File: src/rtl/sensor_pkg.sv
// Shared types and defaults for the sensor monitor: FSM state encoding, parameter defaults
// and the channel fault predicate.
package sensor_pkg;

    localparam int unsigned NumSensorsDefault = 4;
    localparam int unsigned PersistDefault    = 3;
    localparam int unsigned CntWDefault       = 8;
    localparam int unsigned PersistW          = 8;
    localparam int unsigned MaxSensors        = 16;

    typedef enum logic [1:0] {
        StIdle    = 2'd0,
        StPending = 2'd1,
        StAlarm   = 2'd2
    } state_e;

    // Unused upper channels must be zero so they cannot contribute to the fault term.
    function automatic logic fault_of(input logic [MaxSensors-1:0] m);
        return m[0] | (m[1] & (|m[MaxSensors-1:2]));
    endfunction

endpackage

File: src/rtl/persist_counter.sv
// Consecutive-sample counter; flags when the next counted sample reaches the rollover value.
module persist_counter #(
    parameter int unsigned width = 8
) (
    input  logic             clk,
    input  logic             n_rst,
    input  logic             count_enable,
    input  logic             clear,
    input  logic [width-1:0] rollover_value,
    output logic             rollover
);

    logic [width-1:0] count_q, count_d;
    logic [width:0]   count_next;

    assign count_next = {1'b0, count_q} + {{width{1'b0}}, 1'b1};
    assign rollover   = count_enable & (count_next == {1'b0, rollover_value});

    // Saturate rather than wrap so a long-held fault never looks like a fresh run.
    always_comb begin
        count_d = count_q;
        if (clear) begin
            count_d = '0;
        end else if (count_enable && (count_q != '1)) begin
            count_d = count_next[width-1:0];
        end
    end

    always_ff @(posedge clk) begin
        if (!n_rst) begin
            count_q <= '0;
        end else begin
            count_q <= count_d;
        end
    end

endmodule

File: src/rtl/sensor_monitor.sv
// Sensor fault monitor: qualifies a persistent fault into a latched alarm, records the masked
// sensor vector at alarm entry and counts alarm entries with saturation.
module sensor_monitor
    import sensor_pkg::*;
#(
    parameter int unsigned NUM_SENSORS = NumSensorsDefault,
    parameter int unsigned PERSIST     = PersistDefault,
    parameter int unsigned CNT_W       = CntWDefault
) (
    input  logic                   clk,
    input  logic                   n_rst,
    input  logic                   enable,
    input  logic [NUM_SENSORS-1:0] sensors,
    input  logic [NUM_SENSORS-1:0] mask,
    input  logic                   clear,
    output logic                   error,
    output logic                   pending,
    output logic [NUM_SENSORS-1:0] snapshot,
    output logic [CNT_W-1:0]       event_count
);

    logic [NUM_SENSORS-1:0] masked;
    logic [MaxSensors-1:0]  masked_ext;
    logic                   fault;
    logic                   qualify;
    logic                   persist_clear;
    logic                   rollover;
    logic                   enter_alarm;

    state_e                 state_q, state_d;
    logic                   error_q, pending_q;
    logic [NUM_SENSORS-1:0] snapshot_q;
    logic [CNT_W-1:0]       event_count_q;

    always_comb begin
        masked                       = sensors & ~mask;
        masked_ext                   = '0;
        masked_ext[NUM_SENSORS-1:0]  = masked;
    end

    assign fault         = fault_of(masked_ext);
    assign qualify       = fault & enable;
    assign persist_clear = ~qualify;

    persist_counter #(
        .width(PersistW)
    ) u_persist_counter (
        .clk           (clk),
        .n_rst         (n_rst),
        .count_enable  (qualify),
        .clear         (persist_clear),
        .rollover_value(PersistW'(PERSIST)),
        .rollover      (rollover)
    );

    // Counter is zero in idle, so rollover from idle means PERSIST == 1.
    assign enter_alarm = qualify & rollover & (state_q != StAlarm);

    always_comb begin
        state_d = state_q;
        unique case (state_q)
            StIdle, StPending: begin
                if (enter_alarm) begin
                    state_d = StAlarm;
                end else if (qualify) begin
                    state_d = StPending;
                end else begin
                    state_d = StIdle;
                end
            end
            StAlarm: begin
                // Acknowledge is only accepted once the fault itself has gone away.
                if (clear && !fault) begin
                    state_d = StIdle;
                end
            end
            default: state_d = StIdle;
        endcase
    end

    always_ff @(posedge clk) begin
        if (!n_rst) begin
            state_q       <= StIdle;
            error_q       <= 1'b0;
            pending_q     <= 1'b0;
            snapshot_q    <= '0;
            event_count_q <= '0;
        end else begin
            state_q   <= state_d;
            error_q   <= (state_d == StAlarm);
            pending_q <= (state_d == StPending);
            if (enter_alarm) begin
                snapshot_q <= masked;
                if (event_count_q != '1) begin
                    event_count_q <= event_count_q + CNT_W'(1);
                end
            end
        end
    end

    assign error       = error_q;
    assign pending     = pending_q;
    assign snapshot    = snapshot_q;
    assign event_count = event_count_q;

endmodule

File: config.mk
export PLATFORM = sky130hd
export DESIGN_NAME = sensor_monitor
export DESIGN_NICKNAME = d
export VERILOG_FILES = /design/src/rtl/sensor_pkg.sv /design/src/rtl/persist_counter.sv /design/src/rtl/sensor_monitor.sv
export SDC_FILE = /design/constraint.sdc
export NUM_CORES = 1
export LEC_CHECK = 0
export BUFFER_PORTS_ARGS = -buffer_cell sky130_fd_sc_hd__buf_2
export CORE_MARGIN = 3
export CORE_UTILIZATION = 30
export CTS_CLUSTER_SIZE = 10
export DETAILED_ROUTE_END_ITERATION = 8
export SYNTH_ARGS = -nofsm -noshare
export SYNTH_HDL_FRONTEND = slang
export SYNTH_HIERARCHICAL = 1
export SYNTH_SLANG_ARGS = --single-unit
File: constraint.sdc
create_clock -name clk -period 3.9 [get_ports clk]
set_input_delay 0.39 -clock clk [delete_from_list [all_inputs] [get_ports clk]]
set_output_delay 0.39 -clock clk [all_outputs]
set_load 0.1 [all_outputs]
==> results of run 1 <==
-- routing by layer --
layer / track usage (%) / up-vias
li1: - / 603
met1: 17.2 / 490
met2: 15.5 / 21
met3: 2.07 / 2
met4: 5.94 / 0
met5: 0 / -
-- registers in the layout, indices dropped and copies added, names as in the netlist --
register,count
u_persist_counter/count_q,8
error,1
event_count,8
state_q,2
snapshot,4
pending,1
-- cells by family after synthesis --
logic type | count (synthesis) | share of synthesized area, %
other | 2 | 0.564
multiplexers | 7 | 5.26
adder cells (fa/ha/maj) | 2 | 1.88
AND/OR/NAND/NOR | 70 | 28.3
flip-flops | 24 | 36.1
buffers and inverters | 9 | 3.85
AO/OA/AOI/OAI | 27 | 13.6
XOR/XNOR | 16 | 10.5
-- cell usage in the layout, fill, tap and decap left out, drive strengths merged, types with 2 or more instances in the layout --
master / synthesis / layout
buf: 3 / 25
dfxtp: 24 / 24
nor2: 21 / 21
nand2: 13 / 13
conb: 2 / 13
xnor2: 10 / 10
o21ai: 10 / 10
nand3: 9 / 9
mux2i: 7 / 7
a21oi: 7 / 7
xor2: 6 / 6
nor2b: 4 / 4
inv: 4 / 4
nand2b: 3 / 3
o31ai: 3 / 3
or4: 3 / 3
clkbuf: 1 / 3
nand4: 3 / 3
nor3: 3 / 3
nor3b: 2 / 2
a32o: 2 / 2
nor4: 2 / 2
or3: 2 / 2
ha: 2 / 2
and2b: 2 / 2
-- tightest hold or removal path: cells and delay by family --
family / cells / cell delay, ns
AO/OA/AOI/OAI: 1 / 0.06
AND/OR/NAND/NOR: 1 / 0.06
buffers and inverters: 1 / 0.14
-- area by class of cell --
cell class	instances	area, um2
clock inverter	1	30.0
multi-input combinational	135	842
clock buffer	3	41.3
timing repair buffer	25	125
fill	470	2550
inverter	4	15.0
tap	50	62.6
sequential	24	480
-- metrics by stage --
step	setup WS [ns]	instances
finish	0.965	242
global route	0.712	242
CTS	0.932	242
detailed placement	0.822	238
global placement	0.937	238
floorplan	1.31	168
-- worst paths after layout --
path / to / cells after the start / start
worst min-delay path: event_count[1] / 3 / n_rst
worst min register to register: snapshot[0] / 2 / snapshot[0]
worst max register to register: event_count[5] / 10 / u_persist_counter/count_q[0]
worst max-delay path: event_count[5] / 10 / u_persist_counter/count_q[0]
-- power by group --
part	switching, mW	leakage, nW	internal (mW)
Combinational	0.0214	0.407	0.0131
Clock	0.0886	0.0357	0.137
Sequential	0.000399	0.193	0.246
==> metrics.cfg, run 1 <==
[status]
status = finished clean

[global_routing]
grt_usage_pct = 11.5
grt_overflow_total = 0
antenna_found_initial = 0
grt_first_pass_wirelength_um = 4830
grt_pass1_vias = 1067
grt_max_degree = 15

[cts]
clock-root-buffer = clkbuf_8
cts_sinks = 24
h-tree-depth = 1
cts-buffers-inserted = 3
clk_latency_ns = 0.28
cts_hold_buf = 0
ctsLongestPathBuffers = 2
clkTransAtPathRegs_ns = 0.10
cts_resized = 0
cts_setup_buffers = 0
cts_tree = built

[worst_setup_path]
start_kind = register
slowest_stage = or4_1
arrival_ns = 3.15
critPathKind = reg2reg
slowest_delay_ns = 0.49
cp_max_fo = 12
end_kind = register
required_ns = 4.11
path_cells = ha_1 > nand4_2 > xnor2_1 > nand2_1 > mux2i_1 > nor4b_2 > o2111a_2 > o21ai_2 > or4_1 > a21oi_1
worst-path-buf-inv = 0
r2r_slack_ns = 0.96
critPathTopFamily = simple AND/OR/NAND/NOR gates

[route]
wl_met1_um = 1530
ant_nets = 0
drtIter0Drc = 42
highest_layer = met4
first_pass_iters = 4
viasPerCell = 4.61
wl_per_cell_um = 11.5
wl_um = 2790
vias = 1116
wl_met3_um = 86
route.met2.wl_um = 1150
drc = 0

[timing]
setup_violations = 0
finalHoldWorstSlack_ns = 0.409
fin_crit_ns = 2.94
finalSetupTns_ns = 0
rsz0062_at_grt = false
hold_violations = 0
clock_skew_ns = 0.00938
timing.final.crit_share_pct = 75.3
slew_viol_final = 0
fmax_ghz = 0.341

[power]
powerDensity_nw_per_um2 = 317
peakVddDrop_v = 0.000127
p_leak_nw = 0.637
p_total_uw = 507

[hold_path]
min_path_type = in2reg

[placement]
portBuffers = 25
placed_area_um2 = 1530
gp_congestion = 0.787
dp_hpwl_um = 2090

[cells_and_area]
diodes = 0
design_area_um2 = 1600
nNetsFinal = 207
syn2layout_area_growth_pct = 19.8
utilization_pct = 38.5
drive_above_1_share_pct = 20.8

[yosys]
netlist_area_um2 = 1330
synth-main-ff-cell = dfxtp_1
ys_seq_elements = 24
synth-edff-count = 0
yosysTopAreaCellShare_pct = 36.1
avgSynthCellArea_um2 = 8.49
seq_area_frac_synth_pct = 36.1
synth-async-reset-ratio_pct = 0
synth_most_common_cell = dfxtp_1
ys_types = 42
synth_largest_area_cell = dfxtp_1
yosys_warnings = 6
ys_top_cells_by_count = 24 x dfxtp_1, 20 x nor2_1, 13 x nand2_1
syn_inst = 157
yosys-top-cells-area = dfxtp_1 36%, xnor2_1 6.6%, nor2_1 5.6%

[floorplanning]
fp.coreArea_um2 = 4140
ioPinCount = 26
die_y_um = 72.6
dieArea_um2 = 5280
fp-row-count = 23
die_w_um = 72.6
start_util_pct = 32.2

[run]
maxCapViolations = 0

(Power assumes the default switching activity.)
==> run 2, diff against run 1 <==
==> constraint.sdc (replaced) <==
create_clock -name clk -period 2.6 [get_ports clk]
set_input_delay 0.26 -clock clk [delete_from_list [all_inputs] [get_ports clk]]
set_output_delay 0.26 -clock clk [all_outputs]
set_load 0.1 [all_outputs]
==> run 2 against run 1 <==
Against the previous run: combinational power increased by 59%; global-route usage shrank 1.1 points; sequential share of layout area down 1.0 points; maximum frequency is 19% higher; design area grew 4.2%; setup slack got worse by 0.82 ns; register-to-register slack got worse by 0.82 ns; clock power rose by 14%; first-iteration DRC count rose by 4.8%; critical endpoint unchanged; largest power group unchanged; highest routed layer is now met3.
==> metrics.cfg, run 2 (synthesized netlist as in run 1, its figures left out) <==
[placement]
portBuffers = 25  ; unchanged
gp_congestion = 0.751  ; -4.5%
dp_hpwl_um = 2080  ; -0.48%
placed_area_um2 = 1570  ; +3.0%

[cells_and_area]
nNetsFinal = 213  ; +2.9%
final_cell_mix = 25 x buf_2, 22 x dfxtp_1, 20 x nor2_1, 13 x nand2_1, 13 x conb_1
design_area_um2 = 1660  ; +4.2%
syn2layout_area_growth_pct = 24.8
drive_above_1_share_pct = 24.7  ; +3.9 points
diodes = 0  ; unchanged
final_common_cell = buf_2

[worst_setup_path]
cp_max_fo = 12  ; unchanged
critPathTopFamily = simple AND/OR/NAND/NOR gates
critPathKind = reg2reg
end_kind = register
critPathLaunch = u_persist_counter/count_q[0]
r2r_slack_ns = 0.14  ; -0.82 ns
slowest_stage = or4_1
worst-path-buf-inv = 0  ; unchanged
reg2reg_to = event_count[5]
reg2reg_depth = 10  ; unchanged
timing.rr.start = u_persist_counter/count_q[0]
start_kind = register
required_ns = 2.80  ; -1.31 ns
path_cells = ha_4 > nand4_2 > xnor2_1 > nand2_1 > mux2i_1 > nor4b_4 > o2111a_2 > o21ai_4 > or4_1 > a21oi_1
slowest_delay_ns = 0.48  ; about the same
arrival_ns = 2.66  ; -0.49 ns

[floorplanning]
die_w_um = 72.6  ; unchanged
ioPinCount = 26  ; unchanged
die_y_um = 72.6  ; unchanged
fp.coreArea_um2 = 4140  ; unchanged
start_util_pct = 32.2  ; unchanged
dieArea_um2 = 5280  ; unchanged
fp-row-count = 23  ; unchanged

[status]
status = finished clean

[global_routing]
grt_pass1_vias = 977  ; -8.4%
grt_max_degree = 15  ; unchanged
grt_first_pass_wirelength_um = 4400  ; -9.0%
grt_overflow_total = 0  ; unchanged
antenna_found_initial = 0  ; unchanged
grt_usage_pct = 10.4  ; -1.1 points

[route]
drc = 0  ; unchanged
drtIter0Drc = 44  ; +4.8%
first_pass_iters = 4  ; unchanged
ant_nets = 0  ; unchanged
wl_per_cell_um = 11.2  ; -2.6%
viasPerCell = 4.74  ; +2.8%
wl_um = 2780  ; -0.14%
vias = 1176  ; +5.4%

[hold_path]
hold_path_end = event_count[1]
min_path_type = in2reg
min_delay_path_depth = 3  ; unchanged
holdCritStartpoint = n_rst

[run]
maxCapViolations = 0  ; unchanged

[cts]
cts_sinks = 24  ; unchanged
cts_setup_buffers = 0  ; unchanged
clk_latency_ns = 0.27  ; about the same
clock-root-buffer = clkbuf_8
cts_tree = built
h-tree-depth = 1  ; unchanged
clkTransAtPathRegs_ns = 0.09  ; about the same
ctsLongestPathBuffers = 2  ; unchanged
cts_hold_buf = 0  ; unchanged
cts-buffers-inserted = 3  ; unchanged

[timing]
setup_violations = 0  ; unchanged
fmax_ghz = 0.407  ; +19%
timing.final.crit_share_pct = 94.6  ; +19 points
clock_skew_ns = 0.00179  ; -0.00759 ns
slew_viol_final = 0  ; unchanged
hold_violations = 0  ; unchanged
fin_crit_ns = 2.46  ; -0.477 ns
finalHoldWorstSlack_ns = 0.289  ; -0.120 ns

[power]
powerDensity_nw_per_um2 = 410  ; +29%
p_leak_nw = 0.678  ; +6.6%
p_total_uw = 682  ; +35%
peakVddDrop_v = 0.000253  ; +99%

## run 2: worst max-delay path by stage
stage / endpoint / cells past startpoint
after detailed placement: event_count[7] / 10
after global routing: event_count[5] / 10
after floorplan: event_count[5] / 10
after CTS: event_count[5] / 10
final: event_count[5] / 10
after global placement: event_count[5] / 10
## run 2: what timing repair did
action | CTS | global route
endpoints found under the setup margin | 2 | 5
gates resized for setup | 1 | 6
pin swaps | 1 | 0
## run 2: layer usage
| layer | global-route usage (%) | share of wire [%] | wire length (um) | vias to the layer above |
|---|---|---|---|---|
| met5 | 0 | 0 | 0 | - |
| met4 | 2.46 | 0 | 0 | 0 |
| met3 | 3.17 | 5.1 | 143 | 0 |
| met2 | 15.2 | 45 | 1250 | 24 |
| met1 | 15.1 | 50 | 1390 | 533 |
| li1 | - | - | - | 619 |
## run 2: worst min-delay path: cells and delay by family
| family | cells | cell delay [ns] |
|---|---|---|
| AND/OR/NAND/NOR | 1 | 0.06 |
| buffers and inverters | 1 | 0.13 |
| AO/OA/AOI/OAI | 1 | 0.06 |
## run 2: where the power goes
| part | switching (mW) | internal [mW] | total, mW |
|---|---|---|---|
| Combinational | 0.0333 | 0.0214 | 0.0548 |
| Clock | 0.123 | 0.135 | 0.258 |
| Sequential | 0.000621 | 0.369 | 0.369 |
| Total | 0.157 | 0.525 | 0.682 |
## run 2: layout make-up
cell class / count / area, um2
Fill cell: 442 / 2480
Multi-Input combinational cell: 135 / 877
Sequential cell: 24 / 483
Timing Repair Buffer: 31 / 170
Tap cell: 50 / 62.6
Clock buffer: 4 / 55.1
Inverter: 4 / 15.0
## run 2: stage by stage
| stage | setup WS, ns | TNS [ns] | utilization [%] | std cells |
|---|---|---|---|---|
| finish | 0.141 | 0 | 40.1 | 248 |
| global route | -0.0157 | -0.0189 | 40.1 | 248 |
| CTS | 0.00549 | 0 | 39.3 | 248 |
| detailed placement | -0.00578 | -0.00673 | 37.9 | 244 |
| global placement | 0.0665 | 0 | 37.9 | 244 |
| floorplan | 0.121 | 0 | - | 168 |
